`src/rtl/fpu_pkg.sv`:
```
// Shared FPU widths and port-ID constants used by the shift arbiter and its clients.
package fpu_pkg;
    localparam int MANT_W  = 23;
    localparam int SHAMT_W = 8;

    typedef logic [MANT_W-1:0]  mant_t;
    typedef logic [SHAMT_W-1:0] shamt_t;

    localparam logic SRC_ALIGN = 1'b0;
    localparam logic SRC_NORM  = 1'b1;
endpackage

```
`src/rtl/fpu_shift_arbiter_if.sv`:
```
// Bundle of the two request channels and the result channel of the shared mantissa shifter.
interface fpu_shift_arbiter_if;
    import fpu_pkg::*;

    logic   req0_valid;
    logic   req0_ready;
    mant_t  req0_data;
    shamt_t req0_amt;
    logic   req1_valid;
    logic   req1_ready;
    mant_t  req1_data;
    shamt_t req1_amt;
    logic   out_valid;
    logic   out_ready;
    mant_t  out_data;
    logic   out_sticky;
    logic   out_src;

    // Requesters and the result consumer.
    modport master (
        output req0_valid, req0_data, req0_amt,
        output req1_valid, req1_data, req1_amt,
        output out_ready,
        input  req0_ready, req1_ready,
        input  out_valid, out_data, out_sticky, out_src
    );

    // The shift arbiter itself.
    modport slave (
        input  req0_valid, req0_data, req0_amt,
        input  req1_valid, req1_data, req1_amt,
        input  out_ready,
        output req0_ready, req1_ready,
        output out_valid, out_data, out_sticky, out_src
    );
endinterface

```
`src/rtl/fpu_shift_arbiter_rr_arb2.sv`:
```
// Two-way round-robin arbiter; the pointer names the port that wins a tie.
//   ptr | meaning
//   0   | port 0 (alignment) wins when both request
//   1   | port 1 (normalisation) wins when both request
module rr_arb2 (
    input  logic       clk,
    input  logic       rst_n,
    input  logic [1:0] req_i,
    input  logic       adv_i,
    output logic [1:0] gnt_o
);
    logic ptr_q;
    logic ptr_d;

    always_ff @(posedge clk) begin
        if (!rst_n) begin
            ptr_q <= 1'b0;
        end else begin
            ptr_q <= ptr_d;
        end
    end

    // After an accepted transfer the port that lost gets the next tie.
    always_comb begin
        ptr_d = ptr_q;
        if (adv_i) begin
            ptr_d = gnt_o[0];
        end
    end

    always_comb begin
        gnt_o = 2'b00;
        case (req_i)
            2'b01:   gnt_o = 2'b01;
            2'b10:   gnt_o = 2'b10;
            2'b11:   gnt_o = ptr_q ? 2'b10 : 2'b01;
            default: gnt_o = 2'b00;
        endcase
    end
endmodule

```
`src/rtl/fpu_shift_arbiter.sv`:
```
// Shared 23-bit mantissa right shifter with round-robin arbitration and a registered result.
// Optional feature: define FPU_SHIFT_STICKY_EN to build the sticky-bit logic (otherwise out_sticky is 0).
module fpu_shift_arbiter
    import fpu_pkg::*;
(
    input  logic                clk,
    input  logic                rst_n,
    fpu_shift_arbiter_if.slave  bus
);
    localparam shamt_t AMT_SAT = SHAMT_W'(MANT_W);

    logic [1:0] req;
    logic [1:0] gnt;
    logic       slot_free;
    logic       ready0;
    logic       ready1;
    logic       accept;
    mant_t      sel_data;
    shamt_t     sel_amt;
    mant_t      shift_data;
    logic       sticky_c;

    logic       out_valid_q, out_valid_d;
    mant_t      out_data_q,  out_data_d;
    logic       out_sticky_q, out_sticky_d;
    logic       out_src_q,   out_src_d;

    assign req       = {bus.req1_valid, bus.req0_valid};
    assign slot_free = !out_valid_q || bus.out_ready;
    assign ready0    = gnt[0] && slot_free && rst_n;
    assign ready1    = gnt[1] && slot_free && rst_n;
    assign accept    = ready0 || ready1;

    rr_arb2 u_arb (
        .clk   (clk),
        .rst_n (rst_n),
        .req_i (req),
        .adv_i (accept),
        .gnt_o (gnt)
    );

    assign sel_data   = gnt[1] ? bus.req1_data : bus.req0_data;
    assign sel_amt    = gnt[1] ? bus.req1_amt  : bus.req0_amt;
    assign shift_data = (sel_amt >= AMT_SAT) ? '0 : (sel_data >> sel_amt);

`ifdef FPU_SHIFT_STICKY_EN
    mant_t ones;
    mant_t lost_mask;

    // Mask of the bit positions that fall off the bottom of the shifter.
    always_comb begin
        ones      = '1;
        lost_mask = (sel_amt >= AMT_SAT) ? ones : ~(ones << sel_amt);
        sticky_c  = |(sel_data & lost_mask);
    end
`else
    assign sticky_c = 1'b0;
`endif

    always_comb begin
        out_valid_d  = out_valid_q;
        out_data_d   = out_data_q;
        out_sticky_d = out_sticky_q;
        out_src_d    = out_src_q;
        if (accept) begin
            out_valid_d  = 1'b1;
            out_data_d   = shift_data;
            out_sticky_d = sticky_c;
            out_src_d    = gnt[1] ? SRC_NORM : SRC_ALIGN;
        end else if (bus.out_ready) begin
            out_valid_d  = 1'b0;
        end
    end

    always_ff @(posedge clk) begin
        if (!rst_n) begin
            out_valid_q  <= 1'b0;
            out_data_q   <= '0;
            out_sticky_q <= 1'b0;
            out_src_q    <= SRC_ALIGN;
        end else begin
            out_valid_q  <= out_valid_d;
            out_data_q   <= out_data_d;
            out_sticky_q <= out_sticky_d;
            out_src_q    <= out_src_d;
        end
    end

    assign bus.req0_ready = ready0;
    assign bus.req1_ready = ready1;
    assign bus.out_valid  = out_valid_q;
    assign bus.out_data   = out_data_q;
    assign bus.out_sticky = out_sticky_q;
    assign bus.out_src    = out_src_q;
endmodule

```
`src/flat_wrapper.sv`:
```
// flat-port wrapper written by rule: the top's interface ports become plain ports
module fpu_shift_arbiter_flat import fpu_pkg::*;
  (clk, rst_n, bus_req0_valid, bus_req0_data, bus_req0_amt, bus_req1_valid, bus_req1_data, bus_req1_amt, bus_out_ready, bus_req0_ready, bus_req1_ready, bus_out_valid, bus_out_data, bus_out_sticky, bus_out_src);
  fpu_shift_arbiter_if bus_i ();
  input  logic clk;
  input  logic rst_n;
  input wire logic [$bits(bus_i.req0_valid)-1:0] bus_req0_valid;
  input wire logic [$bits(bus_i.req0_data)-1:0] bus_req0_data;
  input wire logic [$bits(bus_i.req0_amt)-1:0] bus_req0_amt;
  input wire logic [$bits(bus_i.req1_valid)-1:0] bus_req1_valid;
  input wire logic [$bits(bus_i.req1_data)-1:0] bus_req1_data;
  input wire logic [$bits(bus_i.req1_amt)-1:0] bus_req1_amt;
  input wire logic [$bits(bus_i.out_ready)-1:0] bus_out_ready;
  output wire logic [$bits(bus_i.req0_ready)-1:0] bus_req0_ready;
  output wire logic [$bits(bus_i.req1_ready)-1:0] bus_req1_ready;
  output wire logic [$bits(bus_i.out_valid)-1:0] bus_out_valid;
  output wire logic [$bits(bus_i.out_data)-1:0] bus_out_data;
  output wire logic [$bits(bus_i.out_sticky)-1:0] bus_out_sticky;
  output wire logic [$bits(bus_i.out_src)-1:0] bus_out_src;
  assign bus_i.req0_valid = bus_req0_valid;
  assign bus_i.req0_data = bus_req0_data;
  assign bus_i.req0_amt = bus_req0_amt;
  assign bus_i.req1_valid = bus_req1_valid;
  assign bus_i.req1_data = bus_req1_data;
  assign bus_i.req1_amt = bus_req1_amt;
  assign bus_i.out_ready = bus_out_ready;
  assign bus_req0_ready = bus_i.req0_ready;
  assign bus_req1_ready = bus_i.req1_ready;
  assign bus_out_valid = bus_i.out_valid;
  assign bus_out_data = bus_i.out_data;
  assign bus_out_sticky = bus_i.out_sticky;
  assign bus_out_src = bus_i.out_src;
  fpu_shift_arbiter u_core (.clk(clk), .rst_n(rst_n), .bus(bus_i));
endmodule
```
`config.mk`:
```
export PLATFORM = sky130hd
export DESIGN_NAME = fpu_shift_arbiter_flat
export DESIGN_NICKNAME = d
export VERILOG_FILES = /design/src/rtl/fpu_pkg.sv /design/src/rtl/fpu_shift_arbiter_if.sv /design/src/rtl/fpu_shift_arbiter_rr_arb2.sv /design/src/rtl/fpu_shift_arbiter.sv /design/src/flat_wrapper.sv
export SDC_FILE = /design/constraint.sdc
export NUM_CORES = 1
export LEC_CHECK = 0
export ABC_AREA = 1
export CORE_UTILIZATION = 45
export CTS_CLUSTER_SIZE = 10
export DETAILED_ROUTE_END_ITERATION = 10
export GPL_ROUTABILITY_DRIVEN = 0
export PLACE_DENSITY = 0.81
export SYNTH_ARGS = -nofsm -noshare
export SYNTH_HDL_FRONTEND = slang
export SYNTH_HIERARCHICAL = 1
export SYNTH_SLANG_ARGS = --single-unit
```
`constraint.sdc`:
```
create_clock -name clk -period 2.3 [get_ports clk]
set_input_delay 0.23 -clock clk [delete_from_list [all_inputs] [get_ports clk]]
set_output_delay 0.23 -clock clk [all_outputs]
set_load 0.05 [all_outputs]
```
==> results.tsv <==
metric	value	unit
first-pass GRT wire length	14.0	mm
Syn Std Cell Area	2540	um2
CTS Sinks	26	
Setup-failing EPs final	0	
Worst-path clk slew	110	ps
initial DRC count	512	
WL final	8.62	mm
Site Rows	26	
Setup crit start kind	input port	
wire per inst	13.6	um
cell with the most instances after synthesis	nand2_1	
top cells by area, synth	nand2_1 (27%), nand3_1 (27%), dfxtp_1 (20%)	
Slew @ Worst Pin	703	ps
Yosys reg bits	26	
EDFF count, synth	0	
worst vdd ir	0.000291	V
Clock Latency Late Sink	280	ps
NumNets Final	633	
post-synthesis cell type with the largest combined area	nand2_1	
grt ovf	0	
fraction of registers with async set or reset after synthesis	0	
die width	77.1	um
gr usage total	0.284	
skew final	16.1	ps
Worst EP arrival	2320	ps
CTS tree	built	
DR DRC count	0	
Syn Area/Cell	5.44	um2
top cells by count, synth	nand2_1 (180), nand3_1 (135), dfxtp_1 (26)	
Final Hold Fails	0	
top_reg_cell synth	dfxtp_1	
Slew HR	0.531	
Crit. End Element	flip-flop	
fmax	455	MHz
Final ANT Viol Nets	0	
Tmin final	2200	ps
Slew Limit Fails	0	
synthesis-to-finish area growth	49.2	%
syn nets	534	
clock buffer depth	2	
post-synth cell types	26	
post-synth top area share	0.266	
RSZ-0062 raised after global routing	false	
Setup Crit Path Kind	input port to flip-flop	
setup TNS	0	ps
# diodes	0	
die area	5950	um2
pin count of the biggest net entering global routing	25	
total CTS buffers	3	
CP max FO	15	
I/O Buffers	93	
clock root cell	clkbuf_8	
Post-CTS Hold Fix Bufs	0	
initial antenna violation count	0	
WP data required	2430	ps
Tot Pwr	1.60	mW
fraction of layout cells with a size suffix above 1	0.106	
Filler Cells Inserted	484	
status	finished, final reports clean	
crit share post-route	0.955	
r2r startpoint	u_core/u_arb/ptr_q$_SDFFE_PN0P_	
Core ar.	5270	um2
LEAKAGE	1.74	nW
DR vias	3562	
Hold Startpoint	u_core/bus.out_data[17]$_SDFFE_PN0P_	
worst min path class	flip-flop to flip-flop	
vias per inst	5.61	
Seq/Total Area, Yosys	0.205	
YS warnings	6	
router iterations before antenna repair	5	
initial core utilization	0.482	
die height	77.1	um
IO Pins	95	
buffer count from post-CTS setup fixing	0	
Detailed Place HPWL	6.64	mm
PD cells	421	nW/um2
Max-Cap Viols	0	
crit path from	bus_req1_valid	
Post-Syn Instances	467	
number of global-route vias before repair	3179	
H-tree levels	1	
[cell type report]
class,instances,area [um2],share of cell area
Inverter,28,111,0.0294
Clock inverter,1,30.0,0.00792
Sequential cell,26,520,0.137
Timing Repair inverter,2,12.5,0.00330
Tap cell,70,87.6,0.0231
Clock buffer,3,41.3,0.0109
Timing Repair Buffer,120,1220,0.321
Multi-Input combinational cell,385,1770,0.467
[worst paths after layout]
kind	end	slack, ps	cells after the start
worst min-delay path	u_core/bus.out_data[17]$_SDFFE_PN0P_	470	2
worst min register to register	u_core/bus.out_data[17]$_SDFFE_PN0P_	470	2
worst max register to register	u_core/bus.out_data[0]$_SDFFE_PN0P_	130	15
worst max-delay path	u_core/bus.out_data[0]$_SDFFE_PN0P_	100	15
[registers in the layout (all words and copies together), names as in the netlist]
signal and cells:
u_core/bus.out_data 23, u_core/bus.out_src 1, u_core/bus.out_valid 1, u_core/u_arb/ptr_q 1
[metal layers]
| metal | global-route usage | part of all wire |
|---|---|---|
| met1 | 0.362 | 0.40 |
| met2 | 0.482 | 0.47 |
| met3 | 0.0321 | 0.089 |
| met4 | 0.117 | 0.037 |
| met5 | 0 | 0 |
[through the flow]
stage / worst slack [ps] / utilization / instances / cell area, um2 / hold slack, ps
after floorplan: 80.8 / - / 467 / 2540 / 328
after global placement: -177 / 0.700 / 629 / 3690 / 453
after detailed placement: -262 / 0.700 / 629 / 3690 / 463
after CTS: 92.9 / 0.714 / 633 / 3760 / 479
after global routing: 15.5 / 0.719 / 635 / 3790 / 496
final: 104 / 0.719 / 635 / 3790 / 475
[power by group]
part           internal [mW]  total, mW  switching, mW
registers              0.457      0.462        0.00444
clock network          0.233      0.390          0.157
logic                  0.310      0.745          0.435
[cell families (layout without fill, tap and decap cells)]
| kind of cell | after synthesis | in the layout | synth area share |
|---|---|---|---|
| and+or+nand+nor | 351 | 351 | 0.611 |
| DFF | 26 | 26 | 0.205 |
| buffers and inverters | 56 | 154 | 0.104 |
| other | 1 | 1 | 0.00148 |
| AOI/OAI and AO/OA | 33 | 33 | 0.0783 |
[worst max-delay path, cell delays in order]
cell and delay (ps):
clkdlybuf4s50_1 480, a21boi_4 220, buf_12 150, nand2_1 70, nand2_2 170, buf_4 260
nand2_1 90, o21ai_2 110, nand2_1 70, nand3_2 130, nor2_2 60, nand2_1 60
nand2_1 40, nand3_1 100, a21oi_1 80
[cell usage in the layout, fill, tap and decap left out, drive strengths merged]
cell / Yosys / layout
nand2: 185 / 185
nand3: 136 / 136
clkdlybuf4s50: 0 / 91
buf: 24 / 29
inv: 28 / 27
dfxtp: 26 / 26
a21oi: 23 / 23
nor2: 23 / 23
a22oi: 4 / 4
o21ai: 4 / 4
clkbuf: 4 / 3
nand4: 3 / 3
clkinvlp: 0 / 3
nor3: 3 / 3
bufinv: 0 / 1
or2: 1 / 1
o211ai: 1 / 1
conb: 1 / 1
a21boi: 1 / 1
[repair_timing]
action                                  4_1_cts  5_1_grt
gates cloned                                  0        2
endpoints found under the setup margin        2       14
gates resized for setup                       1        4
Note: power is estimated with default switching activity, not from simulation.
